==> src/rtl/serializer_pkg.sv <==
// ----------------------------------------------------------------------------
// serializer_pkg
// Shared types and constants for the multi-rate frame serializer.
//   state_t     : serializer control states (RESET, IDLE, LOAD, SHIFT)
//   START_BIT   : level of the leading frame bit
//   STOP_BIT    : level of the trailing frame bit (also the idle line level)
//   frame_bits  : total bits on the wire for one frame
// ----------------------------------------------------------------------------
package serializer_pkg;

  typedef enum logic [1:0] {
    RESET = 2'd0,
    IDLE  = 2'd1,
    LOAD  = 2'd2,
    SHIFT = 2'd3
  } state_t;

  localparam logic START_BIT = 1'b1;
  localparam logic STOP_BIT  = 1'b0;

  // start + data + optional parity + stop
  function automatic int unsigned frame_bits(input int unsigned txn_sz, input logic parity_en);
    return txn_sz + 32'd2 + {31'd0, parity_en};
  endfunction

endpackage

==> src/rtl/serializer_fifo.sv <==
// ----------------------------------------------------------------------------
// serializer_fifo
// Synchronous show-ahead FIFO holding words waiting to be serialized.
// Ports:
//   clock, reset : system clock, asynchronous active-high reset (flushes)
//   push, din    : write request and word; ignored while full
//   pop          : read request; ignored while empty
//   dout         : current head word (valid while !empty)
//   full, empty  : occupancy flags
//   count        : words currently stored
// ----------------------------------------------------------------------------
module serializer_fifo #(
  parameter int WIDTH = 8,
  parameter int DEPTH = 4
) (
  input  logic                           clock,
  input  logic                           reset,
  input  logic                           push,
  input  logic                           pop,
  input  logic [WIDTH-1:0]               din,
  output logic [WIDTH-1:0]               dout,
  output logic                           full,
  output logic                           empty,
  output logic [$clog2(DEPTH+1)-1:0]     count
);

  localparam int AW = $clog2(DEPTH);
  localparam int CW = $clog2(DEPTH + 1);

  logic [WIDTH-1:0] mem [DEPTH];
  logic [AW-1:0]    wr_ptr;
  logic [AW-1:0]    rd_ptr;
  logic             do_push;
  logic             do_pop;

  assign full    = (count == CW'(DEPTH));
  assign empty   = (count == CW'(0));
  assign do_push = push && !full;
  assign do_pop  = pop && !empty;
  assign dout    = mem[rd_ptr];

  // Pointer and occupancy tracking; DEPTH is a power of two so pointers wrap naturally
  always_ff @(posedge clock or posedge reset) begin
    if (reset) begin
      wr_ptr <= AW'(0);
      rd_ptr <= AW'(0);
      count  <= CW'(0);
    end else begin
      if (do_push) begin
        wr_ptr <= wr_ptr + AW'(1);
      end
      if (do_pop) begin
        rd_ptr <= rd_ptr + AW'(1);
      end
      case ({do_push, do_pop})
        2'b10:   count <= count + CW'(1);
        2'b01:   count <= count - CW'(1);
        default: count <= count;
      endcase
    end
  end

  // Word storage; contents are don't-care until written, so no reset
  always_ff @(posedge clock) begin
    if (do_push) begin
      mem[wr_ptr] <= din;
    end
  end

endmodule

==> src/rtl/multi_rate_serializer.sv <==
// ----------------------------------------------------------------------------
// multi_rate_serializer
// Buffers words and sends each one MSB-first as a frame:
//   start '1', data, optional parity, stop '0', each bit bit_div+1 clocks long.
// Ports:
//   clock, reset          : system clock, asynchronous active-high reset
//   data, nd, rdy         : enqueue word / request / FIFO-not-full
//   bit_div               : clocks per bit minus 1 (sampled in LOAD)
//   parity_en, parity_odd : parity insert / odd select (sampled in LOAD)
//   inject_perr           : only with SERIALIZER_PARITY_INJECT_EN defined;
//                           inverts the parity bit of the frame (sampled in LOAD)
//   sout                  : registered serial output, idle low
//   busy                  : controller not idle
//   fifo_count            : buffered words
//   ovf                   : one-clock pulse when a word is dropped (nd while !rdy)
// Build option: SERIALIZER_PARITY_INJECT_EN adds the inject_perr port.
// ----------------------------------------------------------------------------
module multi_rate_serializer
  import serializer_pkg::*;
#(
  parameter int TXN_SZ     = 8,
  parameter int FIFO_DEPTH = 4,
  parameter int DIV_W      = 16
) (
  input  logic                               clock,
  input  logic                               reset,
  input  logic [TXN_SZ-1:0]                  data,
  input  logic                               nd,
  output logic                               rdy,
  input  logic [DIV_W-1:0]                   bit_div,
  input  logic                               parity_en,
  input  logic                               parity_odd,
`ifdef SERIALIZER_PARITY_INJECT_EN
  input  logic                               inject_perr,
`endif
  output logic                               sout,
  output logic                               busy,
  output logic [$clog2(FIFO_DEPTH+1)-1:0]    fifo_count,
  output logic                               ovf
);

  // Shift register holds start + data + parity + one spare; zero fill supplies the stop bit
  localparam int SW  = TXN_SZ + 3;
  localparam int BCW = $clog2(TXN_SZ + 4);

  state_t              state, state_nx;
  logic [SW-1:0]       shreg, shreg_nx;
  logic [BCW-1:0]      bit_cnt, bit_cnt_nx;
  logic [DIV_W-1:0]    div_cnt, div_cnt_nx;
  logic [DIV_W-1:0]    div_rel, div_rel_nx;
  logic                sout_nx;
  logic                par;
  logic                pop;
  logic                push;
  logic                full;
  logic                empty;
  logic                inj;
  logic [TXN_SZ-1:0]   head;

  function automatic logic calc_parity(input logic [TXN_SZ-1:0] w, input logic odd);
    return (^w) ^ odd;
  endfunction

`ifdef SERIALIZER_PARITY_INJECT_EN
  assign inj = inject_perr;
`else
  assign inj = 1'b0;
`endif

  assign rdy  = (state != RESET) && !full;
  assign push = nd && rdy;
  assign busy = (state != IDLE);

  serializer_fifo #(
    .WIDTH (TXN_SZ),
    .DEPTH (FIFO_DEPTH)
  ) u_fifo (
    .clock (clock),
    .reset (reset),
    .push  (push),
    .pop   (pop),
    .din   (data),
    .dout  (head),
    .full  (full),
    .empty (empty),
    .count (fifo_count)
  );

  // Next-state, datapath and next-sout decode
  always_comb begin
    state_nx   = state;
    shreg_nx   = shreg;
    bit_cnt_nx = bit_cnt;
    div_cnt_nx = div_cnt;
    div_rel_nx = div_rel;
    sout_nx    = STOP_BIT;
    pop        = 1'b0;
    par        = 1'b0;
    case (state)
      RESET: begin
        state_nx = IDLE;
      end
      IDLE: begin
        if (!empty) begin
          state_nx = LOAD;
        end else begin
          state_nx = IDLE;
        end
      end
      LOAD: begin
        pop = 1'b1;
        par = calc_parity(head, parity_odd) ^ inj;
        if (parity_en) begin
          shreg_nx = {START_BIT, head, par, STOP_BIT};
        end else begin
          shreg_nx = {START_BIT, head, STOP_BIT, STOP_BIT};
        end
        bit_cnt_nx = BCW'(frame_bits(TXN_SZ, parity_en) - 32'd1);
        div_cnt_nx = bit_div;
        div_rel_nx = bit_div;
        sout_nx    = START_BIT;
        state_nx   = SHIFT;
      end
      SHIFT: begin
        if (div_cnt == DIV_W'(0)) begin
          div_cnt_nx = div_rel;
          shreg_nx   = {shreg[SW-2:0], 1'b0};
          if (bit_cnt == BCW'(0)) begin
            // end of stop bit: line stays low through the next LOAD or idle
            sout_nx = STOP_BIT;
            if (!empty) begin
              state_nx = LOAD;
            end else begin
              state_nx = IDLE;
            end
          end else begin
            bit_cnt_nx = bit_cnt - BCW'(1);
            sout_nx    = shreg[SW-2];
          end
        end else begin
          div_cnt_nx = div_cnt - DIV_W'(1);
          sout_nx    = shreg[SW-1];
        end
      end
      default: begin
        state_nx = RESET;
      end
    endcase
  end

  // Control and datapath registers, including the registered serial output
  always_ff @(posedge clock or posedge reset) begin
    if (reset) begin
      state   <= RESET;
      shreg   <= SW'(0);
      bit_cnt <= BCW'(0);
      div_cnt <= DIV_W'(0);
      div_rel <= DIV_W'(0);
      sout    <= STOP_BIT;
      ovf     <= 1'b0;
    end else begin
      state   <= state_nx;
      shreg   <= shreg_nx;
      bit_cnt <= bit_cnt_nx;
      div_cnt <= div_cnt_nx;
      div_rel <= div_rel_nx;
      sout    <= sout_nx;
      ovf     <= nd && !rdy;
    end
  end

endmodule

==> config.mk <==
export PLATFORM = sky130hd
export DESIGN_NAME = multi_rate_serializer
export DESIGN_NICKNAME = d
export VERILOG_FILES = /design/src/rtl/serializer_pkg.sv /design/src/rtl/serializer_fifo.sv /design/src/rtl/multi_rate_serializer.sv
export SDC_FILE = /design/constraint.sdc
export NUM_CORES = 1
export LEC_CHECK = 0
export BUFFER_PORTS_ARGS = -buffer_cell sky130_fd_sc_hd__clkbuf_2
export CAP_MARGIN = 5
export CORE_MARGIN = 10
export CORE_UTILIZATION = 25
export CTS_BUF_LIST = sky130_fd_sc_hd__clkbuf_8
export CTS_CLUSTER_DIAMETER = 120
export DETAILED_ROUTE_END_ITERATION = 10
export GPL_TIMING_DRIVEN = 0
export SYNTH_ARGS = -nofsm -noshare
export SYNTH_HDL_FRONTEND = slang
export SYNTH_SLANG_ARGS = --single-unit
==> constraint.sdc <==
create_clock -name clock -period 2.4 [get_ports clock]
set_input_delay 0.24 -clock clock [delete_from_list [all_inputs] [get_ports clock]]
set_output_delay 0.24 -clock clock [all_outputs]
set_load 0.005 [all_outputs]
==> out/qor.yml <==
yosys-mux-area-fraction_pct: 10.01
path_class: "flip-flop to flip-flop"
cts.sinks: 89
synth_most_common_cell: "sky130_fd_sc_hd__nand2_1"
crit_path_end_kind: "flip-flop"
slew_viol_final: 0
cp-start-kind: "flip-flop"
powerDensity_nw_per_um2: 798.9
clk_slew_on_worst_s_h_paths_ns: 0.10
timing.final.crit_share_pct: 94.67
setup_viol: 0
slew_headroom_pct: 57.30
number_of_vias_per_cell: 4.648
cts_made_buffers: 9
ys_seq_area_share_pct: 54.73
tritoncts: "yes"
synth-simple-area-share_pct: 13.25
area_growth_syn_to_layout_pct: 16.98
area_share_of_the_largest_cell_type_after_synthesis_pct: 32.70
die_height_um: 152.1
synthesis.yosys.warnings: 0
run_status: "finished clean"
synth.cell_area_sq_um: 4362
port_buffer_count: 35
num_antenna_cells: 0
final-hold-violation-count: 0
post-layout-total-power_mw: 4.076
die_w_um: 152.1
grt_pass1_wl_um: 17350
synthDominantAreaCellType: "sky130_fd_sc_hd__dfrtp_1"
synth_cells: 379
synth.cells.most_frequent: "65 x sky130_fd_sc_hd__nand2_1, 57 x sky130_fd_sc_hd__dfrtp_1, 32 x sky130_fd_sc_hd__edfxtp_1"
synthAdderAreaFrac_pct: 3.041
dominant_combinational_cell_family_by_area_after_synthesis: "simple AND/OR/NAND/NOR gates"
placement_rows: 48
synth_area_per_cell_sq_um: 11.51
top_level_ports: 36
worst-path-max-fanout: 10
worstPathRequired_ns: 2.62
max_cap_viol_count: 0
yosys_register_bits: 89
gr-total-overflow: 0
timing.hold.ws_ns: 0.07102
number_of_flops_mapped_to_enable_cells_by_yosys: 32
detail-route-antenna-nets: 0
skew_pair_late_insertion_delay_ns: 0.37
fp.dieArea_sq_um: 23130
route.detailed.wl_per_inst_um: 15.75
first_global_vias: 3284
grt_antenna_before_repair: 0
clockBufferDepth: 2
dpl.cell_count: 640
finalWeightedCongestion: 0.8496
synth-async-reset-ratio_pct: 64.04
fin_worst_skew_ns: 0.01077
compound_gate_fraction_of_synth_area_pct: 10.70
core_sq_um: 17180
floorplan.initialDensity_pct: 25.39
worst-slew-pin-transition_ns: 0.6405
overall_track_demand_over_capacity_in_global_routing_pct: 9.133
htree_levels: 3
arrival_ns: 2.49
post-dp-hpwl_um: 7358
share_of_layout_cells_above_drive_strength_1_pct: 21.76
post-route-drc-count: 0
cts.root.buffer_cell: "sky130_fd_sc_hd__clkbuf_8"
detail_route.wirelength_um: 10350
synth-main-ff-cell: "sky130_fd_sc_hd__dfrtp_1"
synth.distinct_cells: 58
grt_max_degree: 36
first_pass_iters: 4
max_freq_mhz: 440.1
maximum_vdd_drop_uv: 405.0
routed-via-count: 3054
synth_nets: 418
power.static_leakage_nw: 2.079
post_synth_xor_area_fraction_pct: 4.504
grt_setup_unrepaired: "no"
synthTopCellsByArea: "sky130_fd_sc_hd__dfrtp_1 33%, sky130_fd_sc_hd__edfxtp_1 22%, sky130_fd_sc_hd__nand2_1 5.6%"
finish.net_count: 466
drt_iter0_drc: 180
finalCriticalPeriod_ns: 2.272
post_layout_nonfiller_instances: 657
hold_class: "primary input to flip-flop"
worst max-delay path, cell delays in order, from the launching register on:
cell	delay (ns)
sky130_fd_sc_hd__dfrtp_1	0.47
sky130_fd_sc_hd__nor4_4	0.44
sky130_fd_sc_hd__nand2_1	0.21
sky130_fd_sc_hd__or2_0	0.26
sky130_fd_sc_hd__clkbuf_1	0.19
sky130_fd_sc_hd__clkbuf_4	0.25
sky130_fd_sc_hd__o21ai_0	0.18
sky130_fd_sc_hd__o221ai_1	0.13
per-layer routing:
layer	share of wire (%)	vias to the layer above	track usage (%)
met4	1.0	0	2.659
li1	-	1462	-
met3	5.0	10	2.653
met1	46	1511	11.63
met2	48	71	14.66
met5	0	-	0
cell families (layout without fill, tap and decap cells):
logic type	after synthesis	after routing
xor+xnor	20	20
buf+inv	41	94
fa+ha+maj	10	10
flops	89	89
simple gates	121	121
compound gates	68	68
mux	30	30
path summary, 6_finish.rpt:
check | startpoint | to | slack (ns) | cells after the start
worst max-delay path | div_cnt[6] | div_cnt[15] | 0.13 | 7
worst min-delay path | bit_div[14] | div_rel[14] | 0.07 | 3
worst max register to register | div_cnt[6] | div_cnt[15] | 0.13 | 7
worst min register to register | div_rel[11] | div_rel[11] | 0.48 | 2
max in group asynchronous | reset | asynchronous set/reset pin | 1.37 | 4
min in group asynchronous | reset | u_fifo.wr_ptr[0] | 0.43 | 3
layout make-up:
cell class / instances / area (sq um)
fillers: 1815 / 12070
flip-flops and latches: 89 / 2390
multi-input cells: 249 / 1856
well taps: 225 / 281.5
repair buffers: 39 / 220.2
clock buffers: 9 / 123.9
inverters: 23 / 91.34
plain buffers: 16 / 72.57
clock inverters: 7 / 67.56
flip-flops by register name, summed over array words and instances, names as in the netlist, named ones only:
name / flops
shreg: 10
u_fifo.wr_ptr: 2
sout: 1
state: 1
u_fifo.count: 3
div_rel: 16
ovf: 1
bit_cnt: 4
div_cnt: 16
u_fifo.mem: 32
u_fifo.rd_ptr: 2
report_power, final:
part	internal [mW]	switching, mW	total (mW)
Clock	0.407	0.613	1.02
Sequential	1.85	0.233	2.08
Combinational	0.458	0.517	0.976
placed cells by master, fill, tap and decap left out, drive strengths merged, types with 7 or more instances in the layout:
cell type  synthesis  layout
inv               22      27
nor3               7       7
clkbuf            16      59
nor2              18      18
dfrtp             57      57
o21ai             19      19
a21oi             10      10
nand2             65      65
o221ai            10      10
mux4               8       8
edfxtp            32      32
xnor2             14      14
mux2              17      17
ha                 9       9
through the flow:
stage	util [%]	instance area [sq um]	setup WS, ns	setup TNS (ns)
finish	29.71	5102	0.1279	0
global route	29.71	5102	0.002901	0
CTS	29.58	5081	0.04403	0
detailed placement	28.17	4838	-0.5405	-6.932
global placement	28.05	4818	-0.4015	-4.428
floorplan	-	4362	0.08650	0
repair_timing:
| action | 4_1_cts | 5_1_grt |
|---|---|---|
| hold buffers | 1 | 0 |
| setup endpoints to repair | 50 | 12 |
| pin swaps | 1 | 0 |
| setup buffers | 2 | 0 |
| endpoints found under the hold margin | 22 | 0 |
| resized for setup | 8 | 6 |
No activity file was read; power rests on OpenSTA's default activity.
